===== src/rtl/hazard_ctrl.sv =====
// rtl/hazard_ctrl.sv - pipeline stall/bubble controller with fixed-latency data-memory wait FSM
// Optional hazard performance counters are built only when HAZARD_PERF_CNT_EN is defined.
module hazard_ctrl #(
    parameter int DMEM_LATENCY = 2,
    parameter int CNT_W        = 32
) (
    input  logic             clk,
    input  logic             rst_n,
    input  logic [4:0]       rs1_id,
    input  logic [4:0]       rs2_id,
    input  logic             rs1_used_id,
    input  logic             rs2_used_id,
    input  logic [4:0]       rd_ex,
    input  logic             mem_read_ex,
    input  logic             pc_src_ex,
    input  logic             mem_read_mem,
    input  logic             mem_write_mem,
    output logic             stall_if,
    output logic             stall_id,
    output logic             stall_ex,
    output logic             stall_mem,
    output logic             bubble_id,
    output logic             bubble_ex,
    output logic             bubble_mem,
    output logic             bubble_wb,
    output logic             dmem_busy,
    output logic [CNT_W-1:0] stall_cycles,
    output logic [CNT_W-1:0] flush_count,
    output logic [CNT_W-1:0] load_use_count
);
    localparam int CW = $clog2(DMEM_LATENCY) + 1;
    localparam bit HAS_WAIT = (DMEM_LATENCY > 1);
    localparam logic [CW-1:0] WAIT_INIT = HAS_WAIT ? CW'(DMEM_LATENCY - 2) : '0;

    typedef enum logic [1:0] {
        ST_RUN   = 2'd0,
        ST_DWAIT = 2'd1
    } state_e;

    state_e        state_q, state_d;
    logic [CW-1:0] cnt_q, cnt_d;
    logic          mem_op, load_use;
    logic          freeze, hazard_en;
    logic          redirect_hit, load_use_hit;

    assign mem_op   = mem_read_mem | mem_write_mem;
    assign load_use = mem_read_ex && (rd_ex != 5'd0) &&
                      ((rs1_used_id && (rd_ex == rs1_id)) || (rs2_used_id && (rd_ex == rs2_id)));

    always_ff @(posedge clk or negedge rst_n) begin
        if (!rst_n) begin
            state_q <= ST_RUN;
            cnt_q   <= '0;
        end else begin
            state_q <= state_d;
            cnt_q   <= cnt_d;
        end
    end

    always_comb begin
        state_d      = state_q;
        cnt_d        = cnt_q;
        freeze       = 1'b0;
        hazard_en    = 1'b0;
        redirect_hit = 1'b0;
        load_use_hit = 1'b0;
        stall_if     = 1'b0;
        stall_id     = 1'b0;
        stall_ex     = 1'b0;
        stall_mem    = 1'b0;
        bubble_id    = 1'b0;
        bubble_ex    = 1'b0;
        bubble_mem   = 1'b0;
        bubble_wb    = 1'b0;

        case (state_q)
            ST_RUN: begin
                if (mem_op && HAS_WAIT) begin
                    freeze  = 1'b1;
                    cnt_d   = WAIT_INIT;
                    state_d = ST_DWAIT;
                end else begin
                    hazard_en = 1'b1;
                end
            end
            ST_DWAIT: begin
                // Release cycle ignores mem_op so the op still in MEM cannot retrigger.
                if (cnt_q != '0) begin
                    freeze = 1'b1;
                    cnt_d  = cnt_q - CW'(1);
                end else begin
                    hazard_en = 1'b1;
                    state_d   = ST_RUN;
                end
            end
            default: state_d = ST_RUN;
        endcase

        if (freeze) begin
            stall_if  = 1'b1;
            stall_id  = 1'b1;
            stall_ex  = 1'b1;
            stall_mem = 1'b1;
            bubble_wb = 1'b1;
        end

        // A redirect squashes the ID instruction, so its load-use hazard is moot.
        if (hazard_en) begin
            if (pc_src_ex) begin
                bubble_id    = 1'b1;
                bubble_ex    = 1'b1;
                redirect_hit = 1'b1;
            end else if (load_use) begin
                stall_if     = 1'b1;
                stall_id     = 1'b1;
                bubble_ex    = 1'b1;
                load_use_hit = 1'b1;
            end
        end

        if (!rst_n) begin
            stall_if     = 1'b0;
            stall_id     = 1'b0;
            stall_ex     = 1'b0;
            stall_mem    = 1'b0;
            bubble_id    = 1'b1;
            bubble_ex    = 1'b1;
            bubble_mem   = 1'b1;
            bubble_wb    = 1'b1;
            redirect_hit = 1'b0;
            load_use_hit = 1'b0;
        end
    end

    assign dmem_busy = rst_n && (state_q == ST_DWAIT);

`ifdef HAZARD_PERF_CNT_EN
    logic [CNT_W-1:0] stall_cycles_q, flush_count_q, load_use_count_q;

    always_ff @(posedge clk or negedge rst_n) begin
        if (!rst_n) begin
            stall_cycles_q   <= '0;
            flush_count_q    <= '0;
            load_use_count_q <= '0;
        end else begin
            if (stall_if)     stall_cycles_q   <= stall_cycles_q + CNT_W'(1);
            if (redirect_hit) flush_count_q    <= flush_count_q + CNT_W'(1);
            if (load_use_hit) load_use_count_q <= load_use_count_q + CNT_W'(1);
        end
    end

    assign stall_cycles   = stall_cycles_q;
    assign flush_count    = flush_count_q;
    assign load_use_count = load_use_count_q;
`else
    logic unused_perf;
    assign unused_perf    = redirect_hit | load_use_hit;
    assign stall_cycles   = '0;
    assign flush_count    = '0;
    assign load_use_count = '0;
`endif
endmodule

===== config.mk =====
export PLATFORM = sky130hd
export DESIGN_NAME = hazard_ctrl
export DESIGN_NICKNAME = d
export VERILOG_FILES = /design/src/rtl/hazard_ctrl.sv
export SDC_FILE = /design/constraint.sdc
export NUM_CORES = 1
export LEC_CHECK = 0
export ABC_AREA = 1
export CAP_MARGIN = 15
export CORE_MARGIN = 2
export CORE_UTILIZATION = 26
export CTS_BUF_LIST = sky130_fd_sc_hd__clkbuf_4
export CTS_CLUSTER_DIAMETER = 60
export CTS_CLUSTER_SIZE = 24
export DETAILED_ROUTE_END_ITERATION = 16
export GPL_ROUTABILITY_DRIVEN = 0
export GPL_TIMING_DRIVEN = 1
export PLACE_DENSITY = 0.9
export SYNTH_ARGS = -nofsm -noshare
export SYNTH_HDL_FRONTEND = slang
export SYNTH_SLANG_ARGS = --single-unit

===== constraint.sdc =====
create_clock -name clk -period 1.36 [get_ports clk]
set_input_delay 0.204 -clock clk [delete_from_list [all_inputs] [get_ports clk]]
set_output_delay 0.204 -clock clk [all_outputs]
set_load 0.005 [all_outputs]

==> out/results.txt, run 1 <==
Die area - 5001 µm²
P_sw - 470.1 µW
Synth Instances - 184
Maxcap violations - 0
Detailed Place HPWL - 1781 µm
Initial drt markers - 14
Sequential share of power - 0.140
Crit path required time - 1.16 ns
Commonest non-fill, non-tap cell in the layout - conb_1
First-pass GRT wire length - 2691 µm
Cell-by-cell trace of the critical path - inv_2, ha_4, nor2_4, nor2_4, a21oi_2, nand2_1, buf_2
Crit path largest cell delay - 0.35 ns
Drt drc - 0
DP Cell Count - 271
H-tree depth - 1
Worst Path Arrival - 1.34 ns
Number of buffers created by CTS - 3
DR pass1 iterations - 3
Crit-path slowest cell - dfrtp_1
CTS tree - yes
Most frequent cells in the layout - conb_1 (96), nand2_1 (31), dlygate4sd2_1 (17), inv_1 (15), nor2_1 (11)
Crit path time final - 1.545 ns
Clk_lat worst skew - 0.23 ns
P_leak - 0.0008266 µW
Die Y - 70.72 µm
Routed wire length - 2091 µm
Fin cells - 278
Min-delay worst type - input pin to asynchronous set/reset pin
Status - finished, violations left
Worst VDD drop - 0.2565 mV
Maximum clock rate - 647.2 MHz
Antenna violations before repair - 0
Avg Cell Area, Syn - 6.290 µm²
Sw Share - 0.4118
Largest net degree at the start of global routing - 6
Crit-path max FO - 4
Cell Rows - 24
Number of port buffers - 31
CP dominant cell by count - nor2_4
Core Footprint - 4324 µm²
Post-synthesis sequential element count - 3
Final setup viols - 7
Total number of vias - 876
Pins Over Slew Limit - 0
Share of the synthesized area in the top cell type - 0.6357
Clock transition at the registers of the reported paths - 0.04 ns
WL per Instance - 7.522 µm
Failing checks - setup timing
Clock sink total - 3
Remaining antenna violation count - 0
Vias in the first global route - 645
Dominant cell type by area after synthesis - buf_4
Worst Skew - 0.0005266 ns
CTS max path bufs - 2
Hold violation total from the final report - 0
Synth unique cells - 16
Overflow after GRT - 0
Unrepaired setup endpoints after global routing - true
Nets@finish - 251
Register area share after synthesis - 0.06486
Root Buffer Master - clkbuf_4
Share of cells above drive strength 1 - 0.1726
Final core area utilization - 0.2905
Clock share of power - 0.153
Hold slack - 0.04624 ns
Synth Cell Area - 1157 µm²
Vias/cell - 3.151
I/O pin cnt - 128
PD cells - 908.8 nW/µm²
Synthesis Warnings - 0
Setup crit start kind - register
Antenna diodes - 0
CP endpoint kind - primary output
Dominant cells by area after synthesis - buf_4 (64%), nand2_1 (11%), dfrtp_1 (6.5%)
Setup ws final - -0.1852 ns
Tot GR Track Use - 0.06612
Synth-to-layout area growth - 8.540%
Hold-fix buffers, CTS - 0
Die extent in x - 70.72 µm
Final worst path period share - 1.136
Initial Utilization - 0.2677
Top delay family on crit path - flip-flops
Combinational share of power - 0.707
Buffers & Inverters on Critical Path - 2
Critical path class - register to primary output
Internal - 671.5 µW
==> routing by layer <==
layer,part of all wire,vias to the layer above,GRT usage
li1,-,433,-
met1,0.30,366,0.06454
met2,0.54,69,0.1267
met3,0.12,8,0.008547
met5,0,-,0
met4,0.035,0,0.04612
==> synthesized netlist by cell type <==
library cell	count
inv_2	6
nand4_1	1
nand2_1	33
nor2_4	1
o21ai_0	2
ha_1	1
inv_1	18
o22ai_1	1
a21oi_1	1
nor2_1	12
nand2_2	1
buf_4	98
dfrtp_1	3
nand3_1	4
nor2_2	1
conb_1	1
==> stage by stage <==
step	TNS, ns	cell area [µm²]	setup WS (ns)	total power [µW]
finish	-1.135	1256	-0.1852	1142
floorplan	0	1516	0.01608	699.9
global route	-1.613	1256	-0.2604	1236
detailed placement	-4.536	1209	-0.7286	864.8
CTS	-1.289	1239	-0.2007	1084
global placement	-4.373	1209	-0.7328	835.7
==> area by class of cell <==
cell class,instances,area [µm²]
clock buffers,4,30.03
fillers,505,3068
inverters,24,90.09
multi-input cells,154,646.9
flip-flops and latches,3,75.07
well taps,52,65.06
repair buffers,41,349.1
==> state kept, by name (all words and copies together) (netlist names) <==
name / count
cnt_q: 2
state_q: 1
==> path summary, 6_finish.rpt <==
check / start / slack [ns] / cells past startpoint / to
worst min-delay path: rst_n / 0.05 / 2 / state_q[0]
worst max register to register: cnt_q[1] / 0.14 / 8 / cnt_q[1]
worst min register to register: cnt_q[1] / 0.65 / 3 / cnt_q[1]
max in group asynchronous: rst_n / 1.22 / 2 / cnt_q[0]
min in group clk: cnt_q[1] / 0.65 / 3 / cnt_q[1]
worst max-delay path: cnt_q[0] / -0.19 / 7 / bubble_ex
==> kinds of logic (layout without fill, tap and decap cells) <==
group                    Yosys count  after routing  share of synthesized area
adder cells (fa/ha/maj)            1              1                    0.01081
flip-flops                         3              3                    0.06486
buffers and inverters            122             69                     0.7135
AO/OA/AOI/OAI                      4              4                    0.01838
AND/OR/NAND/NOR                   53             53                     0.1892
other                              1             96                   0.003240
==> power groups by stage <==
stage               Sequential [µW]  Clock, µW  Combinational [µW]
finish                          160        175                 807
global route                    166        181                 889
CTS                             158        178                 748
detailed placement              158          0                 707
global placement                155          0                 681
floorplan                       153          0                 547
==> timing repair <==
item | in CTS | in global routing
pin swaps | 12 | 5
endpoints found under the hold margin | 0 | 0
endpoints found under the setup margin | 9 | 7
gates resized for setup | 57 | 2
buffers inserted | 2 | 1
(Power assumes the default switching activity.)
==> run 2: changes to the inputs <==
- CORE_ASPECT_RATIO: not set -> 0.6
- TNS_END_PERCENT: not set -> 30
==> run 2 against run 1 <==
The run still ends with setup timing left. Sequential power shrank 3%. Wire length is essentially flat. Combinational power shrank 5.5%. Via count shrank 5.1%. Fmax shrank 5.7%. Clock skew grew 0.0039 ns. Total power shrank 3.6%. Sequential cell count is the same. Die area grew 0.35%. Cell count grew 2.9%. Design area grew 0.50%. Register-to-register slack lost 0.03 ns.
==> out/results.txt, run 2 (same netlist as run 1, synthesis figures left out) <==
Status - finished, violations left
Failing checks - setup timing
Detailed Place HPWL - 1826 µm (+2.5%)
Routed wire length - 2090 µm (about the same)
Max FFs per register - 2 (unchanged)
P_leak - 0.0008275 µW (+0.10%)
Die Y - 55.68 µm (-21%)
Clk_lat worst skew - 0.24 ns (about the same)
Root Buffer Master - clkbuf_4
Clock sink total - 3 (unchanged)
Tot GR Track Use - 0.07478 (+0.008664)
Regs by FF count - cnt_q: 2 flops, state_q: 1 flops
Antenna diodes - 0 (unchanged)
Most frequent cells in the layout - conb_1 (96), nand2_1 (31), inv_1 (17), dlygate4sd2_1 (15), nor2_1 (11)
Worst VDD drop - 0.2568 mV (+0.12%)
Final setup viols - 7 (unchanged)
Number of buffers created by CTS - 3 (unchanged)
CTS tree - yes
Most flops, register - cnt_q
Drt drc - 0 (unchanged)
Critical path class - register to primary output
Crit path time final - 1.639 ns (+0.09380 ns)
Antenna violations before repair - 0 (unchanged)
Largest net degree at the start of global routing - 6 (unchanged)
Worst reg2reg startpoint - cnt_q[0]
Setup TNS - -1.298 ns (-0.1629 ns)
I/O pin cnt - 128 (unchanged)
Pins Over Slew Limit - 0 (unchanged)
DR pass1 iterations - 4 (+1)
CP endpoint kind - primary output
WL per Instance - 7.308 µm (-2.8%)
Synth-to-layout area growth - 9.081%
Cell-by-cell trace of the critical path - inv_1, ha_2, nor2_4, nor2_4, a21oi_2, buf_4, nand2_2, buf_6
Maxcap violations - 0 (unchanged)
Buffers & Inverters on Critical Path - 3 (+1)
Crit-path slowest cell - dfrtp_1
Remaining antenna violation count - 0 (unchanged)
Hold violation total from the final report - 0 (unchanged)
Crit path largest cell delay - 0.34 ns (about the same)
Final worst path period share - 1.205 (+0.06897)
CTS max path bufs - 2 (unchanged)
Vias/cell - 2.906 (-7.8%)
Die area - 5019 µm² (+0.35%)
Setup ws final - -0.2790 ns (-0.09380 ns)
Initial Utilization - 0.2763 (+0.008634)
Nets@finish - 251 (unchanged)
Die extent in x - 90.14 µm (+27%)
Share of cells above drive strength 1 - 0.1681 (-0.004425)
Core Footprint - 4189 µm² (-3.1%)
Crit-path max FO - 3 (-1)
Commonest non-fill, non-tap cell in the layout - conb_1
First-pass GRT wire length - 3015 µm (+12%)
Worst Skew - 0.004438 ns (+0.003911 ns)
Setup crit start kind - register
H-tree depth - 1 (unchanged)
Worst setup path startpoint - cnt_q[0]
Overflow after GRT - 0 (unchanged)
Maximum clock rate - 610.1 MHz (-5.7%)
Top delay family on crit path - flip-flops
CP dominant cell by count - nor2_4
Number of port buffers - 31 (unchanged)
Crit path required time - 1.16 ns (about the same)
Final core area utilization - 0.3014 (+0.01086)
Hold-fix buffers, CTS - 0 (unchanged)
Clock transition at the registers of the reported paths - 0.04 ns (about the same)
Worst Path Arrival - 1.43 ns (+0.09 ns)
Total number of vias - 831 (-5.1%)
Cell Rows - 18 (-25%)
Min-delay worst type - input pin to asynchronous set/reset pin
PD cells - 871.6 nW/µm² (-4.1%)
Initial drt markers - 62 (+48)
Vias in the first global route - 707 (+9.6%)
Unrepaired setup endpoints after global routing - true
Place WS - -0.7090 ns (+0.01961 ns)
[run 2: what timing repair did]
action,CTS,global route
buffers inserted,3,0
gates cloned,0,0
endpoints found under the setup margin,9,7
resized for setup,49,5
pin swaps,15,5
[run 2: per-layer routing]
layer | routed length, µm | track usage | share of wire | vias to the layer above
met4 | 56 | 0.05495 | 0.027 | 0
met5 | 0 | 0 | 0 | -
li1 | - | - | - | 429
met2 | 1295 | 0.1504 | 0.62 | 37
met1 | 638 | 0.06911 | 0.31 | 359
met3 | 100 | 0.01084 | 0.048 | 6
[run 2: stage by stage]
| step | total power [µW] | instance area [µm²] | std cells | hold slack (ns) |
|---|---|---|---|---|
| after floorplan | 699.9 | 1516 | 279 | -0.09159 |
| after global placement | 831.6 | 1219 | 279 | 0.4986 |
| after detailed placement | 848.3 | 1219 | 279 | 0.5344 |
| after CTS | 1098 | 1259 | 286 | 0.03248 |
| after global routing | 1216 | 1262 | 286 | 0.04454 |
| final | 1100 | 1262 | 286 | 0.03599 |
[run 2: where the power goes]
group	internal (µW)	switching, µW	leakage (µW)
logic	388	374	0.000772
registers	132	23.1	0.0000371
clock network	130	52.4	0.0000184
total	651	450	0.000827
[run 2: layout make-up]
cell class	instances	area, µm²
sequential	3	75.07
multi-input combinational	154	636.9
timing repair buffer	41	355.3
tap	60	75.07
inverter	24	90.09
fill	472	2927
clock buffer	4	30.03
[run 2: final timing paths]
| path | to | depth (start not counted) | slack [ns] |
|---|---|---|---|
| worst max-delay path | bubble_ex | 8 | -0.28 |
| max in group asynchronous | state_q[0] | 2 | 1.22 |
| min in group clk | cnt_q[1] | 3 | 0.62 |
| worst min-delay path | cnt_q[1] | 2 | 0.04 |
| worst max register to register | cnt_q[1] | 8 | 0.11 |
| worst min register to register | cnt_q[1] | 3 | 0.62 |
